File: src/rtl/bcd_seq_subtractor.sv
// Sequential BCD subtractor: computes A - B - Bin one digit per clock,
// LSD first, then converts a ten's-complement result into a magnitude
// with a second digit-serial pass when the final borrow is set.
module bcd_seq_subtractor #(
  parameter int NDIG = 4
) (
  input  logic              clk,
  input  logic              rst_n,
  input  logic              Start,
  input  logic [4*NDIG-1:0] A,
  input  logic [4*NDIG-1:0] B,
  input  logic              Bin,
  output logic              Busy,
  output logic              Done,
  output logic [4*NDIG-1:0] Diff,
  output logic              Bout,
  output logic              Neg,
  output logic              Err
);

  typedef enum logic [1:0] {
    IDLE = 2'd0,
    CALC = 2'd1,
    COMP = 2'd2,
    DONE = 2'd3
  } state_t;

  state_t            state_r, state_n;
  logic [4*NDIG-1:0] a_r, b_r, raw_r;
  logic [4*NDIG-1:0] raw_upd_s;
  logic [3:0]        cnt_r;
  logic              br_r, err_r;
  logic              busy_r, done_r;
  logic [3:0]        x_dig_s, y_dig_s, a_dig_s, b_dig_s, d_dig_s;
  logic              d_br_s, dig_err_s;
  logic [4:0]        sub_s;

  // One BCD digit of x - y - bi; returns {borrow_out, digit}.
  function automatic logic [4:0] bcd_digit_sub(input logic [3:0] x,
                                               input logic [3:0] y,
                                               input logic       bi);
    logic [4:0] t;
    t = {1'b0, x} - {1'b0, y} - {4'd0, bi};
    if (t[4]) begin
      bcd_digit_sub = {1'b1, 4'(t + 5'd10)};
    end else begin
      bcd_digit_sub = {1'b0, t[3:0]};
    end
  endfunction

  // Select the current digit pair and compute the digit result and write-back image.
  always_comb begin
    a_dig_s   = 4'd0;
    b_dig_s   = 4'd0;
    y_dig_s   = 4'd0;
    for (int i = 0; i < NDIG; i++) begin
      a_dig_s = (cnt_r == 4'(i)) ? a_r[4*i +: 4]   : a_dig_s;
      b_dig_s = (cnt_r == 4'(i)) ? b_r[4*i +: 4]   : b_dig_s;
      y_dig_s = (cnt_r == 4'(i)) ? raw_r[4*i +: 4] : y_dig_s;
    end
    // COMP pass computes 0 - raw; CALC pass computes a - b.
    if (state_r == COMP) begin
      x_dig_s = 4'd0;
    end else begin
      x_dig_s = a_dig_s;
      y_dig_s = b_dig_s;
    end
    dig_err_s = (a_dig_s > 4'd9) || (b_dig_s > 4'd9);
    sub_s     = bcd_digit_sub(x_dig_s, y_dig_s, br_r);
    d_br_s    = sub_s[4];
    d_dig_s   = sub_s[3:0];
    raw_upd_s = raw_r;
    for (int i = 0; i < NDIG; i++) begin
      raw_upd_s[4*i +: 4] = (cnt_r == 4'(i)) ? d_dig_s : raw_r[4*i +: 4];
    end
  end

  // Next-state decode.
  always_comb begin
    state_n = state_r;
    case (state_r)
      IDLE: begin
        if (Start) state_n = CALC;
        else       state_n = IDLE;
      end
      CALC: begin
        // Last CALC cycle is a decision cycle after all digits are done.
        if (cnt_r == 4'(NDIG)) begin
          if (br_r && !err_r) state_n = COMP;
          else                state_n = DONE;
        end else begin
          state_n = CALC;
        end
      end
      COMP: begin
        if (cnt_r == 4'(NDIG - 1)) state_n = DONE;
        else                        state_n = COMP;
      end
      DONE:    state_n = IDLE;
      default: state_n = IDLE;
    endcase
  end

  // State, datapath and registered outputs.
  always_ff @(posedge clk) begin
    if (!rst_n) begin
      state_r <= IDLE;
      a_r     <= '0;
      b_r     <= '0;
      raw_r   <= '0;
      cnt_r   <= 4'd0;
      br_r    <= 1'b0;
      err_r   <= 1'b0;
      busy_r  <= 1'b0;
      done_r  <= 1'b0;
      Diff    <= '0;
      Bout    <= 1'b0;
      Neg     <= 1'b0;
      Err     <= 1'b0;
    end else begin
      state_r <= state_n;
      busy_r  <= (state_n == CALC) || (state_n == COMP);
      done_r  <= (state_n == DONE);
      case (state_r)
        IDLE: begin
          if (Start) begin
            a_r   <= A;
            b_r   <= B;
            br_r  <= Bin;
            raw_r <= '0;
            cnt_r <= 4'd0;
            err_r <= 1'b0;
          end
        end
        CALC: begin
          if (cnt_r == 4'(NDIG)) begin
            cnt_r <= 4'd0;
            br_r  <= 1'b0;
            if (!(br_r && !err_r)) begin
              Diff <= err_r ? '0 : raw_r;
              Bout <= err_r ? 1'b0 : br_r;
              Neg  <= err_r ? 1'b0 : br_r;
              Err  <= err_r;
            end
          end else begin
            raw_r <= raw_upd_s;
            br_r  <= d_br_s;
            err_r <= err_r | dig_err_s;
            cnt_r <= cnt_r + 4'd1;
          end
        end
        COMP: begin
          raw_r <= raw_upd_s;
          br_r  <= d_br_s;
          cnt_r <= cnt_r + 4'd1;
          if (cnt_r == 4'(NDIG - 1)) begin
            Diff <= raw_upd_s;
            Bout <= 1'b1;
            Neg  <= 1'b1;
            Err  <= 1'b0;
          end
        end
        DONE: begin
          cnt_r <= 4'd0;
        end
        default: begin
          cnt_r <= 4'd0;
        end
      endcase
    end
  end

  assign Busy = busy_r;
  assign Done = done_r;

endmodule

File: config.mk
export PLATFORM = sky130hd
export DESIGN_NAME = bcd_seq_subtractor
export DESIGN_NICKNAME = d
export VERILOG_FILES = /design/src/rtl/bcd_seq_subtractor.sv
export SDC_FILE = /design/constraint.sdc
export NUM_CORES = 1
export LEC_CHECK = 0
export ABC_AREA = 1
export ABC_CLOCK_PERIOD_IN_PS = 3500
export BUFFER_PORTS_ARGS = -buffer_cell sky130_fd_sc_hd__buf_2
export CAP_MARGIN = 5
export CORE_AREA = 4 4 93 95
export CTS_CLUSTER_DIAMETER = 40
export DETAILED_ROUTE_END_ITERATION = 10
export DIE_AREA = 0 0 97 99
export PLACE_DENSITY = 0.85
export SLEW_MARGIN = 20
export SYNTH_ARGS = -nofsm -noshare
export SYNTH_HDL_FRONTEND = slang
export SYNTH_SLANG_ARGS = --single-unit
export TNS_END_PERCENT = 1
File: constraint.sdc
create_clock -name clk -period 3.5 [get_ports clk]
set_clock_uncertainty 0.1 [all_clocks]
set_input_delay 0.525 -clock clk [delete_from_list [all_inputs] [get_ports clk]]
set_output_delay 0.525 -clock clk [all_outputs]
set_load 0.02 [all_outputs]
==> flow_summary_export.csv, run 1 <==
group,metric,value,unit
drt,via_count,4043,
drt,drt_wl_total,10400,um
power_and_ir_drop,p_clk_share,23.9,%
global_route,globalRouteMet1Util,27.4,%
power_and_ir_drop,combPwrFrac,43.3,%
setup_path,arrival,3.60,ns
drt,routed_via_density,5.25,
layout,area_delta_synth_final,25.3,%
setup_path,worst_setup_path_end_kind,"flop",
power_and_ir_drop,finalPower,3.14,mW
global_route,grt_max_degree,40,
global_route,grt_antenna_before_repair,0,
clocking,cts_sinks,76,
synthesis,synth_edf_count,0,
power_and_ir_drop,cellInternalPower,1.91,mW
synthesis,avgSynthCellArea,6.75,sq um
floorplanning,io_pins,57,
setup_path,slowest_stage,"dfxtp_4",
sta,slew_headroom,46.1,%
drt,drc_errors,0,
power_and_ir_drop,power_density,635,nW/um^2
layout,drive_above_1_share,24.6,%
global_route,grt_use_met3,4.95,%
sta,grt_setup_unrepaired,"yes",
place,numPortBuffers,56,
drt,drt_first_pass_iters,5,
synthesis,ys_warn_count,0,
sta,worstMarginPinSlew,0.808,ns
floorplanning,dieWidth,97,um
global_route,track_usage,21.5,%
global_route,busiest_layer,"met2",
power_and_ir_drop,power_leakage,2.20,nW
worst_hold_path,hold_path_class,"input port to flop",
layout,final_common_cell,"nand2_1",
drt,wl_per_cell,13.5,um
synthesis,synth_fa_ha_area_share,5.76,%
floorplanning,core_area,7730,sq um
floorplanning,rows,32,
clocking,htreeDepth,3,
synthesis,syn_area,3950,sq um
global_route,use_met2,37.0,%
layout,design_area,4950,sq um
synthesis,synth-async-reset-ratio,0,%
clocking,clock_latency,0.35,ns
synthesis,synth_compound_area_share,20.3,%
layout,fin_nets,716,
sta,hold_viol_final,0,
clocking,clockBufferDepth,2,
floorplanning,start_util,51.1,%
power_and_ir_drop,swShare,39.1,%
place,postPlaceCellArea,4500,sq um
sta,slew_viol_final,0,
sta,setup_viol,0,
clocking,clockRootBuffer,"clkbuf_8",
place,hpwlAfterDp,7660,um
setup_path,worstSetupStartpointType,"flop",
synthesis,seq_area_frac_synth,38.5,%
global_route,grt_pass1_wl,17300,um
sta,fin_crit_sh,97.8,%
layout,final_cell_mix,"nand2_1 (118), nor2_1 (84), dfxtp_1 (73)",
synthesis,yosys.area_share.simple,26.6,%
power_and_ir_drop,p_sw,1.23,mW
synthesis,syn_inst,585,
power_and_ir_drop,pwr-share-seq,32.8,%
synthesis,synth_ff_type,"dfxtp_1",
drt,drt_iter0_drc,246,
setup_path,cp_max_fo,5,
floorplanning,die_h,99,um
flow_run,maxCapViolCount,0,
power_and_ir_drop,peakVddDrop,0.315,mV
global_route,grt_pass1_vias,3727,
clocking,numCtsBuffers,9,
synthesis,synth_top_family_by_area,"simple AND/OR/NAND/NOR gates",
outcome,outcome,"finished clean",
synthesis,yosysUniqueCellTypes,33,
clocking,cts_tree,"yes",
sta,fmax,292,MHz
setup_path,required,3.68,ns
synthesis,synth-seq-cells,76,
synthesis,synth_xor_area_share,0.443,%
sta,layout_min_cycle_time,3.42,ns
global_route,grt_overflow,0,
drt,antenna_left,0,
place,gp_congestion,0.951,
synthesis,synth_fp_nets,638,
clocking,clk_pin_slew,0.08,ns
setup_path,critPathMaxStageDelay,0.41,ns
synthesis,synthMuxAreaShare,0,%
setup_path,critical_path_class,"flop to flop",
setup_path,crit_path_frequent_cell,"nand2_2",
layout,n_antenna_cell,0,
floorplanning,die-area,9600,sq um
==> kinds of logic after synthesis <==
family / after synthesis
adders and majority gates: 17
buffers and inverters: 85
AOI/OAI and AO/OA: 147
DFF: 76
xor gates and xnor gates: 2
and+or+nand+nor: 258
==> synthesized netlist by cell type (4+ instances only) <==
| cell | count | area share (%) |
|---|---|---|
| nand2_1 | 128 | 12 |
| o21ai_0 | 65 | 8.2 |
| inv_1 | 51 | 4.8 |
| buf_2 | 6 | 0.76 |
| a31oi_1 | 4 | 0.63 |
| nor3_1 | 8 | 1.0 |
| o211ai_1 | 9 | 1.7 |
| o21ai_1 | 7 | 0.89 |
| nand3_1 | 24 | 3.0 |
| ha_1 | 15 | 4.8 |
| or2_2 | 5 | 0.79 |
| nor2_1 | 85 | 8.1 |
| clkbuf_1 | 22 | 2.1 |
| a21oi_1 | 51 | 6.5 |
| dfxtp_1 | 76 | 39 |
==> state kept, by name (all words and copies together), names as in the netlist <==
signal,cells
state_r,2
Done,1
cnt_r,4
raw_r,16
br_r,1
a_r,16
Busy,1
Err,1
Diff,16
b_r,16
Neg,1
err_r,1
==> routing by layer <==
metal,vias up,wire (um)
met5,-,0
met4,0,136
met3,19,626
met2,134,5050
met1,1817,4620
li1,2073,-
==> metrics by stage <==
stage          setup WS, ns  std cells  setup TNS [ns]  hold WS (ns)  utilization [%]
6_report             0.0781        770               0         0.316             64.1
5_1_grt              -0.130        770           -1.63         0.317             64.1
4_1_cts             -0.0110        765         -0.0172         0.301             61.6
3_5_place_dp         -0.164        748           -1.86         0.352             58.2
3_3_place_gp        -0.0775        748          -0.327         0.350             58.2
2_1_floorplan      -0.00370        585        -0.00728         0.325                -
==> timing repair <==
action,CTS,global route
hold buffers,0,0
pin swaps,1,9
setup buffers,1,5
endpoints found under the setup margin,24,24
resized for setup,14,54
==> cell type report <==
cell class	instances	area [sq um]
fillers	689	2780
multi-input cells	424	2240
flip-flops and latches	76	1530
repair buffers	97	603
inverters	55	221
clock buffers	11	141
well taps	102	128
clock inverters	5	85.1
==> worst paths after layout <==
kind	start	to	slack [ns]	cells after the start
worst max register to register	cnt_r[0]$_SDFFE_PN0P_	raw_r[11]$_SDFFE_PN0P_	0.08	28
worst min register to register	Diff[9]$_SDFFE_PN0P_	Diff[9]$_SDFFE_PN0P_	0.36	2
worst min-delay path	A[3]	a_r[3]$_SDFFE_PN0P_	0.32	3
worst max-delay path	cnt_r[0]$_SDFFE_PN0P_	raw_r[11]$_SDFFE_PN0P_	0.08	28
==> critical path, delay by kind of cell, from the launching register on <==
| family | cells | cell delay (ns) |
|---|---|---|
| DFF | 1 | 0.41 |
| adders and majority gates | 3 | 0.76 |
| and+or+nand+nor | 14 | 1.04 |
| AOI/OAI and AO/OA | 4 | 0.49 |
| buffers and inverters | 7 | 0.54 |
==> power groups by stage <==
stage | combinational [mW] | clock [mW] | sequential (mW)
after global routing | 1.52 | 0.809 | 1.04
after CTS | 1.22 | 0.765 | 1.03
after floorplan | 0.791 | 0 | 1.05
final | 1.36 | 0.751 | 1.03
after detailed placement | 1.17 | 0 | 1.05
after global placement | 1.14 | 0 | 1.04
No activity file was read; power rests on OpenSTA's default activity.
==> run 2, diff against run 1 <==
--- a/config.mk
+++ b/config.mk
@@ -13,6 +13,7 @@
 export CTS_CLUSTER_DIAMETER = 40
 export DETAILED_ROUTE_END_ITERATION = 10
 export DIE_AREA = 0 0 97 99
+export MAX_ROUTING_LAYER = met4
 export PLACE_DENSITY = 0.85
 export SLEW_MARGIN = 20
 export SYNTH_ARGS = -nofsm -noshare
==> flow_summary_export.csv, run 2 (synthesis gave the netlist of run 1 again) <==
group,metric,value,unit
outcome,outcome,"finished clean",
global_route,track_usage,21.8,%
drt,dr.max_layer_used,"met4",
power_and_ir_drop,power_density,647,nW/um^2
sta,grt_setup_unrepaired,"yes",
global_route,grt_max_degree,40,
flow_run,maxCapViolCount,0,
drt,routed_via_density,5.41,
clocking,clock_latency,0.35,ns
setup_path,cp-endpoint,"Diff[7]$_SDFFE_PN0P_",
sta,hold_viol_final,0,
drt,antenna_left,0,
power_and_ir_drop,power_leakage,2.23,nW
floorplanning,core_area,7730,sq um
worst_hold_path,hold_path.startpoint,"A[4]",
sta,hold_ws,0.327,ns
clocking,clockBufferDepth,2,
setup_path,worstReg2RegEnd,"Diff[7]$_SDFFE_PN0P_",
worst_hold_path,hold_path_class,"input port to flop",
place,numPortBuffers,56,
floorplanning,rows,32,
clocking,cts_tree,"yes",
place,hpwlAfterDp,7690,um
sta,final.setup.tns,0,ns
layout,fillers,669,
clocking,cts_sinks,76,
drt,drt_iter0_drc,304,
global_route,grt_pass1_vias,3767,
global_route,grt_overflow,0,
drt,wl_met2,5270,um
layout,area_delta_synth_final,27.5,%
clocking,clk_pin_slew,0.08,ns
sta,slew_viol_final,0,
layout,final_common_cell,"nand2_1",
drt,wl_met1,4760,um
floorplanning,die-area,9600,sq um
setup_path,worstSetupStartpointType,"flop",
drt,wl_met3,594,um
drt,wl_per_cell,14.1,um
floorplanning,dieWidth,97,um
global_route,grt_antenna_before_repair,0,
drt,drt_wl_total,10900,um
layout,n_antenna_cell,0,
setup_path,required,3.63,ns
clocking,numCtsBuffers,9,
sta,fmax,290,MHz
global_route,grt_pass1_wl,16900,um
place,gp_congestion,0.969,
floorplanning,start_util,51.1,%
floorplanning,io_pins,57,
clocking,htreeDepth,3,
setup_path,critical_path_class,"flop to flop",
layout,drive_above_1_share,26.9,%
clocking,clockRootBuffer,"clkbuf_8",
setup_path,cp_max_fo,5,
setup_path,r2r_start,"cnt_r[0]$_SDFFE_PN0P_",
setup_path,worst_setup_path_end_kind,"flop",
setup_path,critPathLaunch,"cnt_r[0]$_SDFFE_PN0P_",
sta,setup_viol,0,
floorplanning,die_h,99,um
setup_path,arrival,3.58,ns
sta,slew_headroom,45.2,%
drt,via_count,4174,
layout,final_cell_mix,"nand2_1 (114), nor2_1 (84), dfxtp_1 (73)",
drt,drc_errors,0,
power_and_ir_drop,peakVddDrop,0.365,mV
setup_path,reg2regPathDepth,25,
sta,layout_min_cycle_time,3.44,ns
sta,worstMarginPinSlew,0.820,ns
layout,fin_nets,719,
sta,fin_crit_sh,98.4,%
drt,drt_first_pass_iters,4,
setup_path,ff2ff_setup_slack,0.06,ns
run 2: changes by cell type in the layout (fill, tap and decap cells not counted), sizes merged:
cell    change
buf         +3
clkbuf      -1
run 2: through the flow:
stage               instances  setup slack, ns  area [sq um]  power, mW  utilization [%]
floorplan                 585         -0.00370          3960       1.84                -
global placement          749           -0.112          4510       2.19             58.3
detailed placement        749           -0.172          4510       2.23             58.3
CTS                       764          -0.0146          4740       2.97             61.3
global route              772           -0.176          5040       3.50             65.2
finish                    772           0.0560          5040       3.26             65.2
run 2: layout make-up:
cell class	instances	area [sq um]	share of cell area [%]
Inverter	55	216	4.30
Clock buffer	10	128	2.53
Sequential cell	76	1530	30.4
Tap cell	102	128	2.53
Timing Repair Buffer	100	651	12.9
Multi-Input combinational cell	424	2310	45.8
Clock inverter	5	77.6	1.54
run 2: critical path: stages (launching register included):
cell and delay (ns):
dfxtp_4 0.39, buf_12 0.11, ha_4 0.16, nand2_4 0.07, buf_6 0.14, o211ai_1 0.19
a31oi_1 0.12, a32oi_2 0.21, fa_2 0.25, inv_2 0.05, fa_2 0.35, inv_2 0.07
nand2_2 0.07, nand2_2 0.09, nand2_2 0.05, nand2_2 0.08, buf_6 0.10, nand3_1 0.06
nand2_1 0.08, nand2_2 0.06, nand2_1 0.12, nand2_4 0.09, nand2_2 0.11, nand3_2 0.07
nand2_1 0.10, a21oi_2 0.05
run 2: what timing repair did:
| item | in CTS | in global routing |
|---|---|---|
| setup buffers | 0 | 8 |
| setup endpoints to repair | 24 | 24 |
| pin swaps | 1 | 25 |
| hold buffers | 0 | 0 |
| resized for setup | 12 | 67 |
run 2: worst min-delay path by stage:
stage | to | slack (ns) | cells after the start
global route | b_r[1]$_SDFFE_PN0P_ | 0.33 | 3
CTS | a_r[9]$_SDFFE_PN0P_ | 0.32 | 3
detailed placement | Diff[12]$_SDFFE_PN0P_ | 0.35 | 2
floorplan | a_r[7]$_SDFFE_PN0P_ | 0.32 | 2
finish | a_r[4]$_SDFFE_PN0P_ | 0.33 | 3
global placement | Diff[12]$_SDFFE_PN0P_ | 0.35 | 2
run 2: layer usage:
layer | vias to the layer above | GRT usage, %
met5 | - | -
met1 | 1934 | 26.7
met4 | 0 | 8.86
met3 | 24 | 3.96
met2 | 146 | 35.6
li1 | 2070 | -
run 2: power by group:
group	switching (mW)	internal [mW]	leakage, nW
registers	0.0691	0.963	0.624
clock network	0.313	0.395	0.102
logic	0.910	0.611	1.50
